## config.mk

```make
export PLATFORM = sky130hd
export DESIGN_NAME = m_tick_prescaler_flat
export DESIGN_NICKNAME = d
export VERILOG_FILES = /design/src/rtl/m_tick_prescaler_if.sv /design/src/rtl/m_tick_prescaler.sv /design/src/flat_wrapper.sv
export SDC_FILE = /design/constraint.sdc
export NUM_CORES = 1
export LEC_CHECK = 0
export ABC_CLOCK_PERIOD_IN_PS = 2550
export CORE_MARGIN = 5
export CORE_UTILIZATION = 46
export DETAILED_ROUTE_END_ITERATION = 8
export PLACE_DENSITY = 0.75
export SLEW_MARGIN = 20
export SYNTH_ARGS = -nofsm -noshare
export SYNTH_HDL_FRONTEND = slang
export SYNTH_SLANG_ARGS = --single-unit
```

## constraint.sdc

```tcl
create_clock -name w_clock -period 2.55 [get_ports w_clock]
set_input_delay 0.3825 -clock w_clock [delete_from_list [all_inputs] [get_ports w_clock]]
set_output_delay 0.3825 -clock w_clock [all_outputs]
set_load 0.05 [all_outputs]
```

## src/rtl/m_tick_prescaler_if.sv

```systemverilog
// Tick prescaler bus: pacing controls in, tick pulse and status out.
// Handshake: none. w_run and w_div are levels, and w_step is edge-sensed.
// w_tick is a single-cycle registered pulse. It is meaningful on every
// cycle and needs no acknowledge.
interface m_tick_prescaler_if #(
    parameter int DIV_W = 8,
    parameter int CNT_W = 2
);
    logic             w_run;
    logic             w_step;
    logic [DIV_W-1:0] w_div;
    logic             w_tick;
    logic [1:0]       w_state;
    logic [DIV_W-1:0] w_phase;
    logic [CNT_W-1:0] w_ticks;

    // Controller side: drives the pacing controls and observes the tick.
    modport master (
        output w_run, w_step, w_div,
        input  w_tick, w_state, w_phase, w_ticks
    );

    // Prescaler side.
    modport slave (
        input  w_run, w_step, w_div,
        output w_tick, w_state, w_phase, w_ticks
    );
endinterface

```

## src/rtl/m_tick_prescaler.sv

```systemverilog
// Programmable clock prescaler. It issues a one-cycle w_tick every L cycles,
// either free-running (w_run level) or once per rising edge of w_step.
// The period is latched on entry and at each terminal count. A change on
// w_div therefore only affects the next period.
module m_tick_prescaler #(
    parameter int DIV_W = 8,
    parameter int CNT_W = 2
) (
    input  logic                w_clock,
    input  logic                w_reset_n,
    m_tick_prescaler_if.slave   bus
);

    typedef enum logic [1:0] {
        ST_IDLE = 2'd0,
        ST_RUN  = 2'd1,
        ST_STEP = 2'd2
    } state_e;

    state_e           state_q, state_d;
    logic [DIV_W-1:0] phase_q, phase_d;
    logic [DIV_W-1:0] l_lat_q, l_lat_d;
    logic             tick_q, tick_d;
    logic [CNT_W-1:0] ticks_q, ticks_d;
    logic             step_prev_q, step_prev_d;

    logic [DIV_W-1:0] div_eff;
    logic             step_rise;
    logic             terminal;

    // Period zero behaves as period one; a step request is a 0->1 edge.
    always_comb begin
        div_eff   = (bus.w_div == '0) ? DIV_W'(1) : bus.w_div;
        step_rise = bus.w_step & ~step_prev_q;
        terminal  = (phase_q == (l_lat_q - DIV_W'(1)));
    end

    // Next-state and datapath: phase counting, terminal action and mode changes.
    always_comb begin
        state_d     = state_q;
        phase_d     = phase_q;
        l_lat_d     = l_lat_q;
        tick_d      = 1'b0;
        ticks_d     = ticks_q;
        step_prev_d = bus.w_step;

        case (state_q)
            ST_IDLE: begin
                phase_d = '0;
                // A run request takes priority over a step request.
                if (bus.w_run) begin
                    state_d = ST_RUN;
                    l_lat_d = div_eff;
                end else if (step_rise) begin
                    state_d = ST_STEP;
                    l_lat_d = div_eff;
                end
            end

            ST_RUN: begin
                // Stopping wins even on the terminal cycle, so no tick is issued.
                if (!bus.w_run) begin
                    state_d = ST_IDLE;
                    phase_d = '0;
                end else if (terminal) begin
                    tick_d  = 1'b1;
                    phase_d = '0;
                    ticks_d = ticks_q + CNT_W'(1);
                    l_lat_d = div_eff;
                end else begin
                    phase_d = phase_q + DIV_W'(1);
                end
            end

            ST_STEP: begin
                // Further step edges are dropped here. Raising w_run promotes
                // to RUN without restarting the current period.
                if (terminal) begin
                    tick_d  = 1'b1;
                    phase_d = '0;
                    ticks_d = ticks_q + CNT_W'(1);
                    l_lat_d = div_eff;
                    state_d = bus.w_run ? ST_RUN : ST_IDLE;
                end else begin
                    phase_d = phase_q + DIV_W'(1);
                    if (bus.w_run) begin
                        state_d = ST_RUN;
                    end
                end
            end

            default: begin
                state_d = ST_IDLE;
                phase_d = '0;
            end
        endcase
    end

    // State register with asynchronous clear of every output and the step-edge flop.
    always_ff @(posedge w_clock or negedge w_reset_n) begin
        if (!w_reset_n) begin
            state_q     <= ST_IDLE;
            phase_q     <= '0;
            l_lat_q     <= DIV_W'(1);
            tick_q      <= 1'b0;
            ticks_q     <= '0;
            step_prev_q <= 1'b0;
        end else begin
            state_q     <= state_d;
            phase_q     <= phase_d;
            l_lat_q     <= l_lat_d;
            tick_q      <= tick_d;
            ticks_q     <= ticks_d;
            step_prev_q <= step_prev_d;
        end
    end

    assign bus.w_tick  = tick_q;
    assign bus.w_state = state_q;
    assign bus.w_phase = phase_q;
    assign bus.w_ticks = ticks_q;

endmodule

```

## src/flat_wrapper.sv

```systemverilog
// flat-port wrapper written by rule: the top's interface ports become plain ports
module m_tick_prescaler_flat 
#(
    parameter int DIV_W = 8,
    parameter int CNT_W = 2
)
  (w_clock, w_reset_n, bus_w_run, bus_w_step, bus_w_div, bus_w_tick, bus_w_state, bus_w_phase, bus_w_ticks);
  m_tick_prescaler_if #(.DIV_W(DIV_W), .CNT_W(CNT_W)) bus_i ();
  input  logic w_clock;
  input  logic w_reset_n;
  input wire logic [$bits(bus_i.w_run)-1:0] bus_w_run;
  input wire logic [$bits(bus_i.w_step)-1:0] bus_w_step;
  input wire logic [$bits(bus_i.w_div)-1:0] bus_w_div;
  output wire logic [$bits(bus_i.w_tick)-1:0] bus_w_tick;
  output wire logic [$bits(bus_i.w_state)-1:0] bus_w_state;
  output wire logic [$bits(bus_i.w_phase)-1:0] bus_w_phase;
  output wire logic [$bits(bus_i.w_ticks)-1:0] bus_w_ticks;
  assign bus_i.w_run = bus_w_run;
  assign bus_i.w_step = bus_w_step;
  assign bus_i.w_div = bus_w_div;
  assign bus_w_tick = bus_i.w_tick;
  assign bus_w_state = bus_i.w_state;
  assign bus_w_phase = bus_i.w_phase;
  assign bus_w_ticks = bus_i.w_ticks;
  m_tick_prescaler #(.DIV_W(DIV_W), .CNT_W(CNT_W)) u_core (.w_clock(w_clock), .w_reset_n(w_reset_n), .bus(bus_i));
endmodule
```

==> reports/results.md <==
| Metric | This run | Unit |
|---|---|---|
| Outcome | completed | - |
| Number of library cell types mapped by synthesis | 37 | - |
| Clock transition at the register clock pins on the worst setup and hold paths after CTS | 0.13 | ns |
| Endpoint arrival time on the critical path | 2.62 | ns |
| Number of antenna violations at the first check in global routing | 0 | - |
| Setup crit end kind | flop | - |
| Via count of the first global-routing pass | 1,065 | - |
| Hold/Removal Path Class | input port to asynchronous set/reset pin | - |
| Setup Crit Path Kind | flop to flop | - |
| Combinational family with the most area after synthesis | simple AND/OR/NAND/NOR gates | - |
| R2r endpoint | u_core.l_lat_q[1] | - |
| Initial Util | 0.473 | - |
| Post-synthesis compound-gate area fraction | 0.142 | - |
| Buffers added on ports | 24 | - |
| Worst-case vdd ir drop | 0.735 | mV |
| R2r startpoint | u_core.l_lat_q[0] | - |
| Share of the yosys chip area belonging to registers | 0.431 | - |
| Xor-xnor portion of the synthesized cell area | 0.103 | - |
| Length of the first detailed-routing pass in iterations | 4 | - |
| Drt first-iter violations | 21 | - |
| Post-placement setup slack | 0.0723 | ns |
| Total number of vias | 1,015 | - |
| Cell with the most instances after synthesis | sky130_fd_sc_hd__dfrtp_1 | - |
| Per-cell via count in the routed design | 5.52 | - |
| DRC violation count after routing | 0 | - |
| Summed instance area of the synthesized netlist | 1280 | um^2 |
| Number of cells on the worst reg-to-reg path | 9 | - |
| Overflow left after global routing | 0 | - |
| Number of cells produced by synthesis | 123 | - |
| Post-layout min period | 2.42 | ns |
| Least-Margin Pin Slew | 0.505 | ns |
| Multiplexer share of the synthesized area | 0.0693 | - |
| Portion of synthesized cell area occupied by the leading cell type | 0.410 | - |
| Sink Count | 22 | - |
| Post-synthesis share of cell area spent on full adders, half adders and majority gates | 0.0586 | - |
| Number of flip-flops and latches in the synthesized netlist | 22 | - |
| Maximum number of pins on one net before global-route repair | 23 | - |
| GRT Util Overall | 0.149 | - |
| Number of routed nets with antenna violations | 0 | - |
| Final weighted congestion in routability-driven placement | 0.762 | - |
| Layout Nets | 172 | - |
| Setup slack of the worst register-to-register path | 0.13 | ns |
| Die boundary height | 62.8 | um |
| Final TNS setup | 0 | ns |
| Top cell types by occurrence after synthesis | sky130_fd_sc_hd__dfrtp_1, sky130_fd_sc_hd__nor2_1, sky130_fd_sc_hd__inv_1, sky130_fd_sc_hd__xor2_1, sky130_fd_sc_hd__mux2_2 | - |
| Unrepaired setup endpoints after global routing | false | - |
| Post-Synth Simple-Gate Area | 0.156 | - |
| DR WL/cell | 14.8 | um |
| Max transition margin | 0.663 | - |
| Required time of the critical path | 2.75 | ns |
| Count of yosys warnings during synthesis | 0 | - |
| Fraction of final layout cells with drive strength greater than 1 | 0.150 | - |
| Most used flip-flop cell after synthesis | sky130_fd_sc_hd__dfrtp_1 | - |
| Die width | 62.8 | um |
| Fraction of the cycle the final worst path needs | 0.948 | - |
| DPL Wire Length | 2040 | um |
| Async S/R FF share, synth | 1.00 | - |
| Avg Synthesized Cell Area | 10.4 | um^2 |
| Post-synthesis net count | 141 | - |
| I/O pin count | 25 | - |
| Filler cells | 261 | - |
| Number of buffers added by the clock tree synthesis step | 3 | - |
| Multi-input gate area in the final layout | 683 | um^2 |
| Final-report max-slew violation count | 0 | - |
| Wire length of the first global-routing pass | 4750 | um |
| Leakage power | 0.693 | nW |
| Routed Wire Length | 2720 | um |
| CTS H-Tree Depth | 1 | - |
| Row Count | 19 | - |
| Clock root buffer master | sky130_fd_sc_hd__clkbuf_4 | - |
| Number of violations of the max-capacitance limit | 0 | - |
| Latest clock arrival within the worst-skew pair | 0.31 | ns |
| Max clock buf depth | 2 | - |
| Hold Buf Count CTS | 0 | - |
| Fmax achieved | 414 | MHz |
| Power per Cell Area | 996 | nW/um^2 |
| Signed area change from the synthesized netlist to the final layout | 26.6 | % |
| Final setup violation count | 0 | - |
| Highest net fanout along the worst path | 8 | - |
| Core area | 2710 | um^2 |
| Synth area leaders | sky130_fd_sc_hd__dfrtp_1, sky130_fd_sc_hd__xor2_1, sky130_fd_sc_hd__mux2_2, sky130_fd_sc_hd__ha_1, sky130_fd_sc_hd__nor2_1 | - |
| Post-Route Hold Slack | 0.406 | ns |
| FF/Latch Area | 552 | um^2 |
| Post-route setup slack | 0.132 | ns |
| Category of the worst setup path launch point | flop | - |
| Worst clock skew on the final layout | 0.0109 | ns |
| CTS tree | yes | - |
| Area enclosed by the die boundary | 3940 | um^2 |
| Endpoints failing hold | 0 | - |
| Cell type contributing the most total cell area after synthesis | sky130_fd_sc_hd__dfrtp_1 | - |
| Antenna cells | 0 | - |
| Post-synth EDFFs | 0 | - |
placed cells by master (no fill, tap or decap), drive strengths merged, types with 2 or more instances in the layout:
cell	n
a21oi	2
a2111oi	2
clkdlybuf4s50	24
o21bai	2
nand2b	4
nor3	3
dfrtp	21
xor2	10
o211ai	3
buf	4
nand2	4
and3	2
ha	6
o21ai	3
nor2	14
clkbuf	4
mux2	7
nand4	2
xnor2	5
nor4	2
nand3	6
inv	10
state kept, by name, indices dropped and copies added, names as in the netlist:
name                count
u_core.bus.w_phase      8
u_core.bus.w_ticks      2
u_core.bus.w_tick       1
u_core.l_lat_q          8
u_core.bus.w_state      2
u_core.step_prev_q      1
how the worst max path moves through the flow:
stage,startpoint,slack (ns),endpoint
after floorplan,u_core.bus.w_phase[5],0.01,u_core.l_lat_q[1]
after global placement,u_core.l_lat_q[0],0.12,u_core.l_lat_q[2]
after detailed placement,u_core.l_lat_q[0],0.07,u_core.l_lat_q[3]
after CTS,u_core.l_lat_q[0],0.03,u_core.l_lat_q[7]
after global routing,u_core.l_lat_q[0],0.01,u_core.l_lat_q[1]
final,u_core.l_lat_q[0],0.13,u_core.l_lat_q[1]
logic make-up after synthesis:
family / count (synthesis)
flip-flops: 22
adder cells (fa/ha/maj): 6
AND/OR/NAND/NOR: 40
AO/OA/AOI/OAI: 20
XOR/XNOR: 15
buffers and inverters: 12
multiplexers: 8
routing by layer:
layer	global-route usage	up-vias	share of wire	wire, um
met5	0	-	0	0
met4	0.0663	0	0.015	40
met3	0.0378	4	0.049	134
met2	0.256	26	0.52	1410
met1	0.173	496	0.42	1140
li1	-	489	-	-
metrics by stage:
step	util	std cells	total power [mW]	area, um^2
global route	0.598	184	1.74	1620
detailed placement	0.578	179	1.40	1570
CTS	0.592	183	1.60	1600
finish	0.598	184	1.62	1620
global placement	0.578	179	1.37	1570
floorplan	-	123	1.18	1280
layout make-up:
type / instances / area share
multi-input cells: 89 / 0.421
clock buffers: 4 / 0.0224
well taps: 31 / 0.0239
inverters: 10 / 0.0231
flip-flops and latches: 22 / 0.340
repair buffers: 28 / 0.169
worst max-delay path, stage by stage, from the launching register on:
cell and delay, ns:
sky130_fd_sc_hd__dfstp_2 0.55, sky130_fd_sc_hd__inv_1 0.05, sky130_fd_sc_hd__ha_1 0.25, sky130_fd_sc_hd__nand2b_1 0.11, sky130_fd_sc_hd__a21oi_1 0.10, sky130_fd_sc_hd__a2111oi_4 0.33
sky130_fd_sc_hd__o211ai_2 0.17, sky130_fd_sc_hd__a211oi_4 0.26, sky130_fd_sc_hd__buf_6 0.16, sky130_fd_sc_hd__mux2_2 0.34
timing repair:
| action | CTS | global route |
|---|---|---|
| setup endpoints to repair | 0 | 8 |
| gates resized for setup | 0 | 3 |
| setup buffers | 0 | 1 |
power by group:
group          switching (mW)  internal (mW)  total (mW)
sequential              0.118          0.454       0.571
clock                   0.109         0.0872       0.196
combinational           0.466          0.382       0.848
(Power assumes the default switching activity.)
==> variant (same flow settings) <==
`DIV_W` is set to 8 in 3 places; all go to 9.
--- a/src/rtl/m_tick_prescaler_if.sv
+++ b/src/rtl/m_tick_prescaler_if.sv
@@ -5,3 +5,3 @@
 interface m_tick_prescaler_if #(
-    parameter int DIV_W = 8,
+    parameter int DIV_W = 9,
     parameter int CNT_W = 2
--- a/src/rtl/m_tick_prescaler.sv
+++ b/src/rtl/m_tick_prescaler.sv
@@ -5,3 +5,3 @@
 module m_tick_prescaler #(
-    parameter int DIV_W = 8,
+    parameter int DIV_W = 9,
     parameter int CNT_W = 2
--- a/src/flat_wrapper.sv
+++ b/src/flat_wrapper.sv
@@ -3,3 +3,3 @@
 #(
-    parameter int DIV_W = 8,
+    parameter int DIV_W = 9,
     parameter int CNT_W = 2
Ports: changed (resized bus_w_div and bus_w_phase); port bits go from 25 to 27. No check against the original RTL was run, so the function may have changed too.
==> variant against the original RTL <==
- global-route usage up 0.82 points
- synthesized area rose by 36%
- wire length grew 44%
- combinational power up 45%
- cell area rose by 40%
- clock power is 77% higher
- setup slack worse by 0.053 ns
- via count is 56% higher
- power grew 35%
- sequential cell count rose by 2
- critical path type unchanged
- highest routed layer unchanged
==> variant: results (changes against the original RTL) <==
hpwl dp: 2670 µm (was 2039 µm)
Ant. Diodes: 0 (unchanged)
Syn Area/Cell: 8.567 µm² (was 10.42 µm²)
vias per inst: 5.588 (was 5.516)
Clock Skews: 0.007145 ns (was 0.01091 ns)
placed cell count: 276 (was 179)
worst r2r path cells: 9 (unchanged)
layout cell share with drive strength beyond 1: 0.1398 (was 0.1503)
setup slack at placement: -0.009070 ns (was 0.07235 ns)
worst slew pin tran: 0.5665 ns (was 0.5046 ns)
Synth cell types: 47 (was 37)
synth top area cells: dfrtp_1 33%, a221oi_1 5.0%, xor2_1 4.5% (was dfrtp_1 41%, xor2_1 6.8%, mux2_2 6.2%)
RePlAce Congestion: 0.8121 (was 0.7620)
# port buffers: 26 (was 24)
pin count of the biggest net entering global routing: 28 (was 23)
status: completed (unchanged)
Max stage delay on crit path: 0.56 ns
crit path DAT: 2.69 ns (was 2.62 ns)
clock latency on the worst-skew pair: 0.27 ns (was 0.31 ns)
Leak: 0.9041 nW (was 0.6930 nW)
register area share after synthesis: 0.3460 (was 0.4307)
Slowest-stage cell, CP: or4_4 (was dfstp_2)
GRT Total Usage: 0.1573 (was 0.1491)
DRT iter0 DRCs: 69 (was 21)
total number of vias: 1,587 (was 1,015)
critical path peak fanout: 8 (unchanged)
most frequent cells after synthesis: 23 x dfrtp_1, 18 x nand2_1, 15 x inv_1, 15 x nand3_1, 15 x nor2_1 (was 21 x dfrtp_1, 14 x nor2_1, 10 x inv_1, 10 x xor2_1, 7 x mux2_2)
Root Driver: clkbuf_8 (was clkbuf_4)
drt wl/cell: 13.80 µm (was 14.80 µm)
post-synth net total: 222 (was 141)
CTS max path bufs: 2 (unchanged)
maximum vdd drop: 778.3 µV (was 735.5 µV)
first-pass GRT wire length: 6568 µm (was 4754 µm)
clk slew on worst S/H paths: 0.10 ns (was 0.13 ns)
initial antenna violation count: 0 (unchanged)
Total Nets Final: 256 (was 172)
total CTS buffers: 3 (unchanged)
vias in the first global route: 1,441 (was 1,065)
Fmax: 404.7 MHz (was 413.5 MHz)
Fill cells: 314 (was 261)
drt pass-1 iters: 4 (unchanged)
==> variant: cell count changes after synthesis, sizes merged, moves of 9 or more <==
cell and delta:
nand2 +14, nor3 +9, a221oi +10, clkbuf +9
nand3 +9
==> variant: cell type report <==
type / instances / area [µm²] / share of cell area
inverters: 15 / 56.30 / 0.02489
well taps: 48 / 60.06 / 0.02655
flip-flops and latches: 24 / 603.1 / 0.2666
multi-input cells: 153 / 1099 / 0.4856
clock buffers: 3 / 41.29 / 0.01825
repair buffers: 40 / 372.9 / 0.1648
clock inverters: 1 / 30.03 / 0.01327
==> variant: per-layer routing <==
layer | global-route usage | vias to the layer above | part of all wire
met5 | 0 | - | 0
met4 | 0.03967 | 0 | 0.0079
met3 | 0.02384 | 4 | 0.042
met2 | 0.2459 | 37 | 0.44
met1 | 0.2266 | 757 | 0.51
li1 | - | 789 | -
==> variant: worst paths after layout <==
| path | start | end |
|---|---|---|
| setup / recovery | u_core.l_lat_q[0] | u_core.l_lat_q[7] |
| hold / removal | w_reset_n | u_core.step_prev_q |
| setup reg to reg | u_core.l_lat_q[0] | u_core.l_lat_q[7] |
| hold reg to reg | u_core.bus.w_ticks[1] | u_core.bus.w_ticks[1] |
| max in group asynchronous | w_reset_n | u_core.l_lat_q[0] |
| min in group w_clock | u_core.bus.w_ticks[1] | u_core.bus.w_ticks[1] |
==> variant: cell families (layout without fill, tap and decap cells) <==
group | after synthesis | count (layout) | synth area share
compound gates | 28 | 29 | 0.1381
xor+xnor | 16 | 16 | 0.08058
mux | 1 | 1 | 0.005756
flops | 24 | 24 | 0.3460
fa+ha+maj | 6 | 6 | 0.04316
buf+inv | 27 | 59 | 0.06331
simple gates | 101 | 101 | 0.3230
==> variant: critical path: cells and delay by family (launching register included) <==
kind,cells,cell delay (ns)
AO/OA/AOI/OAI,3,0.70
buffers and inverters,2,0.25
adder cells (fa/ha/maj),1,0.17
flip-flops,1,0.54
AND/OR/NAND/NOR,3,0.74
==> variant: power by group <==
| group | leakage [nW] | switching [mW] | internal, mW |
|---|---|---|---|
| clock | 0.0357 | 0.136 | 0.210 |
| combinational | 0.569 | 0.693 | 0.536 |
| sequential | 0.299 | 0.122 | 0.490 |
| total | 0.904 | 0.951 | 1.24 |
==> variant: per-stage QoR <==
| step | TNS [ns] | hold slack, ns | instance area [µm²] |
|---|---|---|---|
| after floorplan | 0 | 0.08691 | 1739 |
| after global placement | 0 | 0.4646 | 2088 |
| after detailed placement | -0.009070 | 0.4686 | 2088 |
| after CTS | 0 | 0.4704 | 2188 |
| after global routing | -0.03382 | 0.5184 | 2262 |
| final | 0 | 0.4614 | 2262 |
==> variant: repair_timing <==
item,in CTS,in global routing
resized for setup,1,13
gates cloned,1,0
pin swaps,1,4
setup endpoints to repair,2,22
buffers inserted,1,2
endpoints found under the hold margin,0,0
